[src/rtl/key_hex_display.sv]
// Seven-segment status display for the key-search datapath: blank when idle,
// a blinking dash row while searching, the hex key when found, and steady dashes when not found.
module key_hex_display #(
  parameter int KEY_W      = 24,
  parameter int NUM_DIGITS = 6,
  parameter int BLINK_DIV  = 25000000
) (
  input  logic                    clk,
  input  logic                    rst_n,
  input  logic                    start,
  input  logic                    done,
  input  logic                    key_valid,
  input  logic [KEY_W-1:0]        key,
  input  logic                    clear,
  output logic [NUM_DIGITS*7-1:0] hex,
  output logic                    busy
);

  localparam int USED_DIGITS = (KEY_W + 3) / 4;
  localparam int EXT_W       = NUM_DIGITS * 4;
  localparam int CNT_W       = (BLINK_DIV > 1) ? $clog2(BLINK_DIV) : 1;
  localparam logic [CNT_W-1:0] CNT_LAST = CNT_W'(BLINK_DIV - 1);
  localparam logic [6:0] SEG_BLANK = 7'b1111111;
  localparam logic [6:0] SEG_DASH  = 7'b0111111;

  typedef enum logic [1:0] {
    ST_IDLE,
    ST_SEARCH,
    ST_FOUND,
    ST_FAIL
  } state_t;

  state_t                  r_state, w_state_next;
  logic [KEY_W-1:0]        r_key, w_key_next;
  logic [CNT_W-1:0]        r_cnt, w_cnt_next;
  logic                    r_phase, w_phase_next;
  logic [NUM_DIGITS*7-1:0] r_hex, w_hex_next;
  logic                    r_busy, w_busy_next;
  logic [EXT_W-1:0]        w_key_ext;

  function automatic logic [6:0] f_glyph(input logic [3:0] nib);
    case (nib)
      4'h0:    f_glyph = 7'b1000000;
      4'h1:    f_glyph = 7'b1111001;
      4'h2:    f_glyph = 7'b0100100;
      4'h3:    f_glyph = 7'b0110000;
      4'h4:    f_glyph = 7'b0011001;
      4'h5:    f_glyph = 7'b0010010;
      4'h6:    f_glyph = 7'b0000010;
      4'h7:    f_glyph = 7'b1111000;
      4'h8:    f_glyph = 7'b0000000;
      4'h9:    f_glyph = 7'b0010000;
      4'hA:    f_glyph = 7'b0001000;
      4'hB:    f_glyph = 7'b0000011;
      4'hC:    f_glyph = 7'b1000110;
      4'hD:    f_glyph = 7'b0100001;
      4'hE:    f_glyph = 7'b0000110;
      default: f_glyph = 7'b0001110;
    endcase
  endfunction

  // Priority clear > start > done; done is only honoured while searching.
  always_comb begin
    // NOTE: every output of a combinational block gets a default first so no path can infer a latch.
    w_state_next = r_state;
    w_key_next   = r_key;
    w_cnt_next   = '0;
    w_phase_next = r_phase;
    if (clear) begin
      w_state_next = ST_IDLE;
    end else if (start) begin
      w_state_next = ST_SEARCH;
      w_phase_next = 1'b1;
    end else if (r_state == ST_SEARCH) begin
      if (done) begin
        w_state_next = key_valid ? ST_FOUND : ST_FAIL;
        if (key_valid) w_key_next = key;
      end else if (r_cnt == CNT_LAST) begin
        w_phase_next = ~r_phase;
      end else begin
        w_cnt_next = r_cnt + CNT_W'(1);
      end
    end
  end

  // Display is decoded from the next state so it lands on the same edge as the state change.
  assign w_key_ext = EXT_W'(w_key_next);

  always_comb begin
    w_hex_next = {(NUM_DIGITS * 7){1'b1}};
    for (int i = 0; i < NUM_DIGITS; i++) begin
      if (i < USED_DIGITS) begin
        case (w_state_next)
          ST_SEARCH: w_hex_next[7*i +: 7] = w_phase_next ? SEG_DASH : SEG_BLANK;
          ST_FOUND:  w_hex_next[7*i +: 7] = f_glyph(w_key_ext[4*i +: 4]);
          ST_FAIL:   w_hex_next[7*i +: 7] = SEG_DASH;
          default:   w_hex_next[7*i +: 7] = SEG_BLANK;
        endcase
      end
    end
    w_busy_next = (w_state_next == ST_SEARCH);
  end

  always_ff @(posedge clk or negedge rst_n) begin
    if (!rst_n) begin
      r_state <= ST_IDLE;
      r_key   <= '0;
      r_cnt   <= '0;
      r_phase <= 1'b0;
      r_hex   <= {(NUM_DIGITS * 7){1'b1}};
      r_busy  <= 1'b0;
    end else begin
      // NOTE: sequential state uses non-blocking assignments so every register samples pre-edge values.
      r_state <= w_state_next;
      r_key   <= w_key_next;
      r_cnt   <= w_cnt_next;
      r_phase <= w_phase_next;
      r_hex   <= w_hex_next;
      r_busy  <= w_busy_next;
    end
  end

  assign hex  = r_hex;
  assign busy = r_busy;

endmodule

[config.mk]
export PLATFORM = sky130hd
export DESIGN_NAME = key_hex_display
export DESIGN_NICKNAME = d
export VERILOG_FILES = /design/src/rtl/key_hex_display.sv
export SDC_FILE = /design/constraint.sdc
export NUM_CORES = 1
export LEC_CHECK = 0
export CAP_MARGIN = 20
export CORE_ASPECT_RATIO = 1.4
export CORE_MARGIN = 2
export CORE_UTILIZATION = 60
export CTS_CLUSTER_SIZE = 30
export DETAILED_ROUTE_END_ITERATION = 8
export PLACE_DENSITY = 0.83
export SLEW_MARGIN = 20
export SYNTH_ARGS = -nofsm -noshare
export SYNTH_HDL_FRONTEND = slang
export SYNTH_SLANG_ARGS = --single-unit
[constraint.sdc]
create_clock -name clk -period 7.08 [get_ports clk]
set_clock_uncertainty 0.05 [all_clocks]
set_input_delay 0.708 -clock clk [delete_from_list [all_inputs] [get_ports clk]]
set_output_delay 0.708 -clock clk [all_outputs]
set_load 0.02 [all_outputs]
======== After elaboration in Yosys (flattened, before gate mapping) ========
Memory sizes are Yosys's and may differ from the RTL's.
Cells that the tools add are included.
storage, ports and cells
  register bits ........................... 95
  memory bits (read-only) ................. 672
  input port bits ......................... 30
  output and inout port bits .............. 43
  logic and storage cells ................. 46
  memories kept ........................... 6
memories
  name              words  width  rd ports  clocked after memory_dff  write ports  line  RTL
  (name not given)  16     7      1         0                         0            42    case (nib)
  (name not given)  16     7      1         0                         0            42
  (name not given)  16     7      1         0                         0            42
  (name not given)  16     7      1         0                         0            42
  (name not given)  16     7      1         0                         0            42
  (name not given)  16     7      1         0                         0            42
cells by class
  $add $sub $neg .......................... 1
  equality and inequality tests ........... 5
  muxes and demuxes ....................... 27
  bitwise logic cells ..................... 1
operator list
  cell                                                                   number
  7-bit one-hot mux with 3 select lines                                  6
  25-bit 2-to-1 mux                                                      5
  24-bit 2-to-1 mux                                                      5
  25-bit by 1-bit adder with 25-bit output, second input constant        1
  25-bit equality test, second input constant                            1
  2-bit 2-to-1 mux                                                       4
  7-bit 2-to-1 mux                                                       1
  1-bit 2-to-1 mux                                                       6
  2-bit by 1-bit equality test with 1-bit output, second input constant  2
  2-bit equality test, second input constant                             2
  1-bit NOT                                                              1

======== Logic depth before layout (Yosys ltp) ========
Gate-level depths: netlist (run 1).
  depth in word-level cells ............... 8
  mapped depth ............................ 13
  gate-level depth less buffers ........... 10

======== Worst setup path before layout (run 1) ========
OpenSTA, ideal clock, no wires.
  path kind ............................... input -> register
  start point ............................. input port start
  end point ............................... register r_hex[34] (netlist: hex[34])
  setup time .............................. 0.084 ns
  data arrival time ....................... 3.069 ns
  required time ........................... 6.946 ns
  setup slack ............................. 3.877 ns
  stages .................................. 13
  buffers on the path ..................... 3
  cells stage by stage .................... or2_1 -> buf_2 -> nor2_8 -> buf_4 -> buf_4 -> mux2i_1 -> inv_1 -> ha_1 -> inv_1 -> mux2i_1 -> mux2i_1 -> nor3_1 -> a311o_1
on the way
  longest elaborated chain between the ends .. 4
  elaborated cells between the ends (all ways) .. 12
  classes of those cells .................. eq/ne: 3; mux: 8; memory: 1
ends and longest elaborated chain
  item                                   line  RTL
  start: declaration                     10    input logic start,
  24-bit 2-to-1 mux                      71    end else if (start) begin
  24-bit 2-to-1 mux                      69    if (clear) begin
  named net w_key_ext[17]                39    logic [EXT_W-1:0] w_key_ext;
  memory read 16 x 7 bit                 --
  7-bit one-hot mux with 3 select lines  93    case (w_state_next)
  named net w_hex_next[34]               37    logic [NUM_DIGITS*7-1:0] r_hex, w_hex_next;
  end signal: assignment                 110   r_hex <= {(NUM_DIGITS * 7){1'b1}};
  end signal: assignment                 118   r_hex <= w_hex_next;
  end: declaration                       37
The timed path passes the listed nets, and every way through them passes these cells.

======== Final worst setup path (run 1) ========
  start point ............................. input port clear
  end point ............................... register r_hex[6] (netlist: hex[6])
on the way
  longest elaborated chain between the ends .. 3
  elaborated cells between the ends (all ways) .. 9
  classes of those cells .................. eq/ne: 3; mux: 5; memory: 1
ends and longest elaborated chain
  item                                   line  RTL
  start: declaration                     14    input logic clear,
  24-bit 2-to-1 mux                      69
  named net w_key_ext[1]                 39
  memory read 16 x 7 bit                 --
  7-bit one-hot mux with 3 select lines  93
  named net w_hex_next[6]                37
The timed path passes the listed nets, and every way through them passes these cells.

==> results of run 1 <==
final timing paths:
| path | start | endpoint | slack [ps] | cells past startpoint |
|---|---|---|---|---|
| setup / recovery | clear | hex[6] | 3330 | 9 |
| hold / removal | rst_n | r_cnt[10] | 180 | 1 |
| setup reg to reg | r_state[1] | hex[34] | 3910 | 10 |
| hold reg to reg | r_cnt[0] | r_cnt[0] | 460 | 1 |
| max in group asynchronous | rst_n | r_key[0] | 5630 | 2 |
| min in group clk | r_cnt[0] | r_cnt[0] | 460 | 1 |
metrics by stage:
stage                     hold slack, ps  cells  total power, W
after floorplan                    362.4    521       0.0009263
after global placement             442.4    683        0.001032
after detailed placement           456.0    683        0.001048
after CTS                          184.6    698        0.001487
after global routing               190.1    698        0.001560
final                              177.0    698        0.001482
flip-flops by register name, summed over array words and instances (netlist names):
register / count
hex: 42
r_cnt: 25
r_key: 24
r_state: 2
busy: 1
r_phase: 1
layout make-up:
class / count / area share, %
timing repair buffer: 75 / 11.21
tap: 107 / 2.027
inverter: 41 / 2.330
sequential: 95 / 36.79
clock inverter: 2 / 0.1515
clock buffer: 13 / 3.789
multi-input combinational: 365 / 43.70
synthesized netlist by cell type (7+ instances only):
library cell,n
nand3_1,15
xnor2_1,22
clkbuf_1,13
inv_1,36
mux2_2,8
mux2i_1,26
nand2_1,28
a311o_1,7
o21ai_0,12
dfstp_2,42
dfrtp_1,53
nor3_1,22
ha_1,43
a21oi_1,19
nor2_1,32
nor4_1,11
per-layer routing:
metal,global-route usage (%),routed length (um),share of wire (%),vias up
met5,0,0,0,-
met4,9.921,285,2.3,0
met3,4.628,581,4.7,24
met2,44.19,6463,53,136
met1,30.97,4967,40,2076
li1,-,-,-,2016
placed cells by master (no fill, tap or decap), types with 7 or more instances in the layout:
cell and count:
clkdlybuf4s50_1 71, dfrtp_1 53, ha_1 43, dfstp_2 42, inv_1 36, nor2_1 32, nand2_1 28, mux2i_1 26
xnor2_1 22, nor3_1 22, a21oi_1 19, nand3_1 15, o21ai_0 12, nor4_1 11, clkbuf_16 9, mux2_2 8
a311o_1 7
worst max-delay path, stage by stage:
cell and delay, ps:
clkdlybuf4s50_1 490, nor2_1 700, nand2_2 540, a21oi_1 530, inv_1 180, ha_1 240
inv_1 140, nand2_1 80, a311o_1 350
cells by family (layout without fill, tap and decap cells):
| group | count (synthesis) | in the layout | synth area share [%] |
|---|---|---|---|
| xor+xnor | 28 | 28 | 4.417 |
| fa+ha+maj | 43 | 43 | 9.691 |
| buf+inv | 61 | 131 | 4.485 |
| compound gates | 90 | 90 | 12.10 |
| simple gates | 162 | 162 | 16.05 |
| mux | 42 | 42 | 9.488 |
| flops | 95 | 95 | 43.77 |
report_power, final:
part           internal (W)  total, W  switching, W
Combinational      0.000180  0.000430      0.000249
Sequential         0.000589  0.000618     0.0000291
Clock              0.000245  0.000434      0.000190
Total               0.00101   0.00148      0.000468
==> impl_results.md, run 1 <==
* Power per standard cell area at 224.4 mW/mm2
* I/O pin cnt at 73
* Pleak at 2.758 nW
* Fillers at about 630
* Worst-path clk slew at 70 ps
* Post-synth top area share at 23.89%
* CP Capture Type: register
* CP arrival at slightly below 4000 ps
* Hold buffer count at cts at 0
* Post-route setup slack at 3334 ps
* Layout cell share with drive strength beyond 1 at 15.06%
* Max Slew Vio Count at 0
* Slew @ Worst Pin at 987.4 ps
* Cell taking the most area after synthesis: dfrtp_1
* CP Max Fanout at 24
* RSZ-0062 raised after global routing: false
* PostCTS Resize Cnt at 0
* Rel. slew slack at 34.17%
* Diodes inserted at 0
* Die X at roughly 85 um
* Tcrit/Tclk final at approximately 53%
* CTS tree: done
* DR iter-0 viols at 215
* Largest net degree at the start of global routing at 76
* Worst IR Drop VDD at 0.0001527 V
* Post-route DRC at 0
* Synth warn at 0
* DRT Wirelength at 12.30 mm
* Dpl hpwl at about 8.7 mm
* Area Overhead vs Synth at 18.98%
* GR Overflow Total at 0
* Final min period at 3746 ps
* Synthesized area at 0.005552 mm2
* Final RePlAce weighted congestion at 0.9129
* Placed inst area at 0.006345 mm2
* Post-CTS setup buffer count at 0
* FP Rows at 41
* Crit Path Category: primary input to register
* Seq cells post-synth at 95
* Seq/Total Area, Yosys at 43.77%
* Crit path launch type: primary input
* First-pass GRT wire length at 20.43 mm
* Register area at approximately 0.0024 mm2
* FFs w/ async S/R, synth at 100.0%
* Number of buffers created by CTS at 9
* Dominant synthesized flop cell: dfrtp_1
* Number of port buffers at 72
* Required @ worst endpoint at 7300 ps
* Syn Inst Count at 521
* Avg Cell Area, Syn at 10.66 um2
* Initial antenna violation count at 0
* Hold Fails Final Rpt at 0
* Total track usage at 25.48%
* Netlist cell types at 67
* Fmax achieved at 267.0 MHz
* Clock sink count at 95
* Syn nets at 594
* Vias at 4252
* Status: finished clean
* Post-layout util at 73.16%
* Routed Antenna Nets at 0
* Design area at 0.006605 mm2
* Clock Root Buffer: clkbuf_16
* Pre-CTS setup slack at 3076 ps
* Hold crit path type: primary input to asynchronous set/reset pin
* Die Area at 0.01005 mm2
* Max clock buf depth at 2
* Setup TNS at 0 ps
* Number of detailed-route iterations in the first pass at 5
* Multi-input logic area at 0.002887 mm2
* Total of max-cap violations at 0
* Count of final setup violators at 0
* Vias in the first global route at 4284
* Worst-Skew Late Latency at 350 ps
* Vias/cell at around 6.1
* Routed len/inst at 17.62 um
* Largest cells by area after synthesis: dfrtp_1 24%, dfstp_2 20%, ha_1 9.7%
* Nets@finish at 660
* Die H at 117.8 um
* H-tree Lvls at 3
* Initial Util at 61.49%
* EDFF count, synth at 0
* Core area at 0.009029 mm2
Note: power is estimated with default switching activity, not from simulation.
==> inputs of run 2 (changes only) <==
--- a/config.mk
+++ b/config.mk
@@ -8,10 +8,10 @@
 export CAP_MARGIN = 20
 export CORE_ASPECT_RATIO = 1.4
 export CORE_MARGIN = 2
-export CORE_UTILIZATION = 60
+export CORE_UTILIZATION = 50
 export CTS_CLUSTER_SIZE = 30
 export DETAILED_ROUTE_END_ITERATION = 8
-export PLACE_DENSITY = 0.83
+export PLACE_DENSITY = 0.73
 export SLEW_MARGIN = 20
 export SYNTH_ARGS = -nofsm -noshare
 export SYNTH_HDL_FRONTEND = slang
==> constraint.sdc (replaced) <==
create_clock -name clk -period 3.3 [get_ports clk]
set_clock_uncertainty 0.05 [all_clocks]
set_input_delay 0.33 -clock clk [delete_from_list [all_inputs] [get_ports clk]]
set_output_delay 0.33 -clock clk [all_outputs]
set_load 0.02 [all_outputs]
==> impl_results.md, run 2 (synthesized netlist as in run 1, its figures left out) <==
* Status: complete, but fails checks
* Failing checks: hold timing
* Critical-path cell list: clkdlybuf4s50_1, or2_1, nor2_8, buf_4, mux2i_1, inv_1, ha_1, a211o_1, a311o_1
* Initial antenna violation count at 0 (unchanged)
* Final RePlAce weighted congestion at 0.8875 (-2.8%)
* Hold Fails Final Rpt at 10 (+10)
* Power per standard cell area at 482.9 mW/mm2 (+120%)
* Final min period at 2754 ps
* Area Overhead vs Synth at 23.10%
* Vias at 4334 (+1.9%)
* Buffers and inverters on the worst path at 3 (unchanged)
* Clock Root Buffer: clkbuf_16
* Core area at 0.01081 mm2 (+20%)
* Initial Util at 51.35% (-10 points)
* DRT Wirelength at 12.64 mm (+2.8%)
* H-tree Lvls at 3 (unchanged)
* Die Area at 0.01197 mm2 (+19%)
* Diodes inserted at 0 (unchanged)
* Crit-path slowest cell: clkdlybuf4s50_1
* Vias in the first global route at 4400 (+2.7%)
* Die X at 93.06 um (+9.1%)
* Required @ worst endpoint at 3520 ps (-3780 ps)
* Most frequent cells in the layout: 71 x clkdlybuf4s50_1, 53 x dfrtp_1, 43 x ha_1, 42 x dfstp_2, 36 x inv_1
* GR Overflow Total at 0 (unchanged)
* CTS tree: done
* Post-route DRC at 0 (unchanged)
* Max clock buf depth at 2 (unchanged)
* First-pass GRT wire length at 20.84 mm (+2.0%)
* Routed Antenna Nets at 0 (unchanged)
* Post-CTS setup buffer count at 0 (unchanged)
* Setup TNS at 0 ps (unchanged)
* Worst-Skew Late Latency at 350 ps (about the same)
* Worst IR Drop VDD at 0.0002651 V (+74%)
* Dpl hpwl at 9.306 mm (+7.6%)
* Max Slew Vio Count at 0 (unchanged)
* Slew @ Worst Pin at 1022 ps (+34.77 ps)
* Total of max-cap violations at 0 (unchanged)
* Post-layout util at 63.22% (-9.9 points)
* Number of port buffers at 72 (unchanged)
* Crit path launch type: primary input
* Hold buffer count at cts at 0 (unchanged)
* Vias/cell at 5.756 (-5.5%)
* RSZ-0062 raised after global routing: false
* Number of buffers created by CTS at 9 (unchanged)
* Layout cell share with drive strength beyond 1 at 17.97% (+2.9 points)
* Largest net degree at the start of global routing at 58 (-24%)
* Hold WS at -17.81 ps (-194.8 ps)
* Worst R2R Path Depth at 8 (-2)
* Max FFs per register at 42 (unchanged)
* Post-route setup slack at 546.0 ps (-2788 ps)
* Commonest non-fill, non-tap cell in the layout: clkdlybuf4s50_1
* Routed len/inst at 16.79 um (-4.7%)
* Total track usage at 21.87% (-3.6 points)
* Clock sink count at 95 (unchanged)
* Pleak at 2.862 nW (+3.8%)
* Critical Path Max Stage Delay at 500 ps (-200 ps)
* WP depth at 9 (unchanged)
* PostCTS Resize Cnt at 0 (unchanged)
* Rel. slew slack at 31.86% (-2.3 points)
* Worst-path clk slew at 60 ps (about the same)
* CP Capture Type: register
* Number of detailed-route iterations in the first pass at 5 (unchanged)
* DR iter-0 viols at 190 (-12%)
* FP Rows at 45 (+9.8%)
* Hold crit path type: primary input to asynchronous set/reset pin
* Crit Path Category: primary input to register
* Fmax achieved at 363.1 MHz
* Pre-CTS setup slack at 203.2 ps (-2873 ps)
* I/O pin cnt at 73 (unchanged)
* CP Max Fanout at 11 (-54%)
* Die H at 128.7 um (+9.2%)
* Count of final setup violators at 0 (unchanged)
* Tcrit/Tclk final at 83.46%
* Nets@finish at 680 (+3.0%)
* CP arrival at 2970 ps (-1000 ps)
* CP top delay family: buffers and inverters
[run 2: cell count changes in the layout (fill, tap and decap cells not counted), sizes merged]
cell	change
clkbuf	-1
clkinvlp	+1
buf	+20
bufinv	+1
[run 2: path summary, 6_finish.rpt]
path / end / slack [ps] / start
max: hex[41] / 550 / clear
min: r_cnt[15] / -20 / rst_n
max reg2reg: hex[41] / 650 / r_state[1]
min reg2reg: r_cnt[0] / 460 / r_cnt[0]
max in group asynchronous: hex[12] / 2430 / rst_n
min in group clk: r_cnt[0] / 460 / r_cnt[0]
[run 2: layout make-up]
type                    instances  area (um2)
fillers                       863        3976
flip-flops and latches         95        2430
well taps                     141       176.4
clock buffers                  12       236.5
clock inverters                 4       47.55
inverters                      41       153.9
repair buffers                 95       903.4
multi-input cells             365        2887
[run 2: report_power, final]
| group | switching [W] | internal, W |
|---|---|---|
| sequential | 0.0000616 | 0.00126 |
| combinational | 0.000541 | 0.000425 |
| clock | 0.000424 | 0.000585 |
[run 2: worst reg2reg max path: cells and delay by family, from the launching register on]
kind	cells	cell delay [ps]
AO/OA/AOI/OAI	2	620
adder cells (fa/ha/maj)	1	250
buffers and inverters	2	390
flip-flops	1	440
multiplexers	1	280
AND/OR/NAND/NOR	2	550
[run 2: routing by layer]
metal / part of all wire, % / global-route usage (%)
met3: 4.8 / 4.215
met4: 2.5 / 9.516
met1: 41 / 26.80
met2: 51 / 37.55
met5: 0 / 0
[run 2: through the flow]
step           std cells  total power [W]  cell area, um2
2_1_floorplan        521         0.001987            5552
3_5_place_dp         737         0.002299            6550
4_1_cts              753         0.003321            6834
3_3_place_gp         737         0.002267            6550
6_report             753         0.003300            6834
5_1_grt              753         0.003484            6834
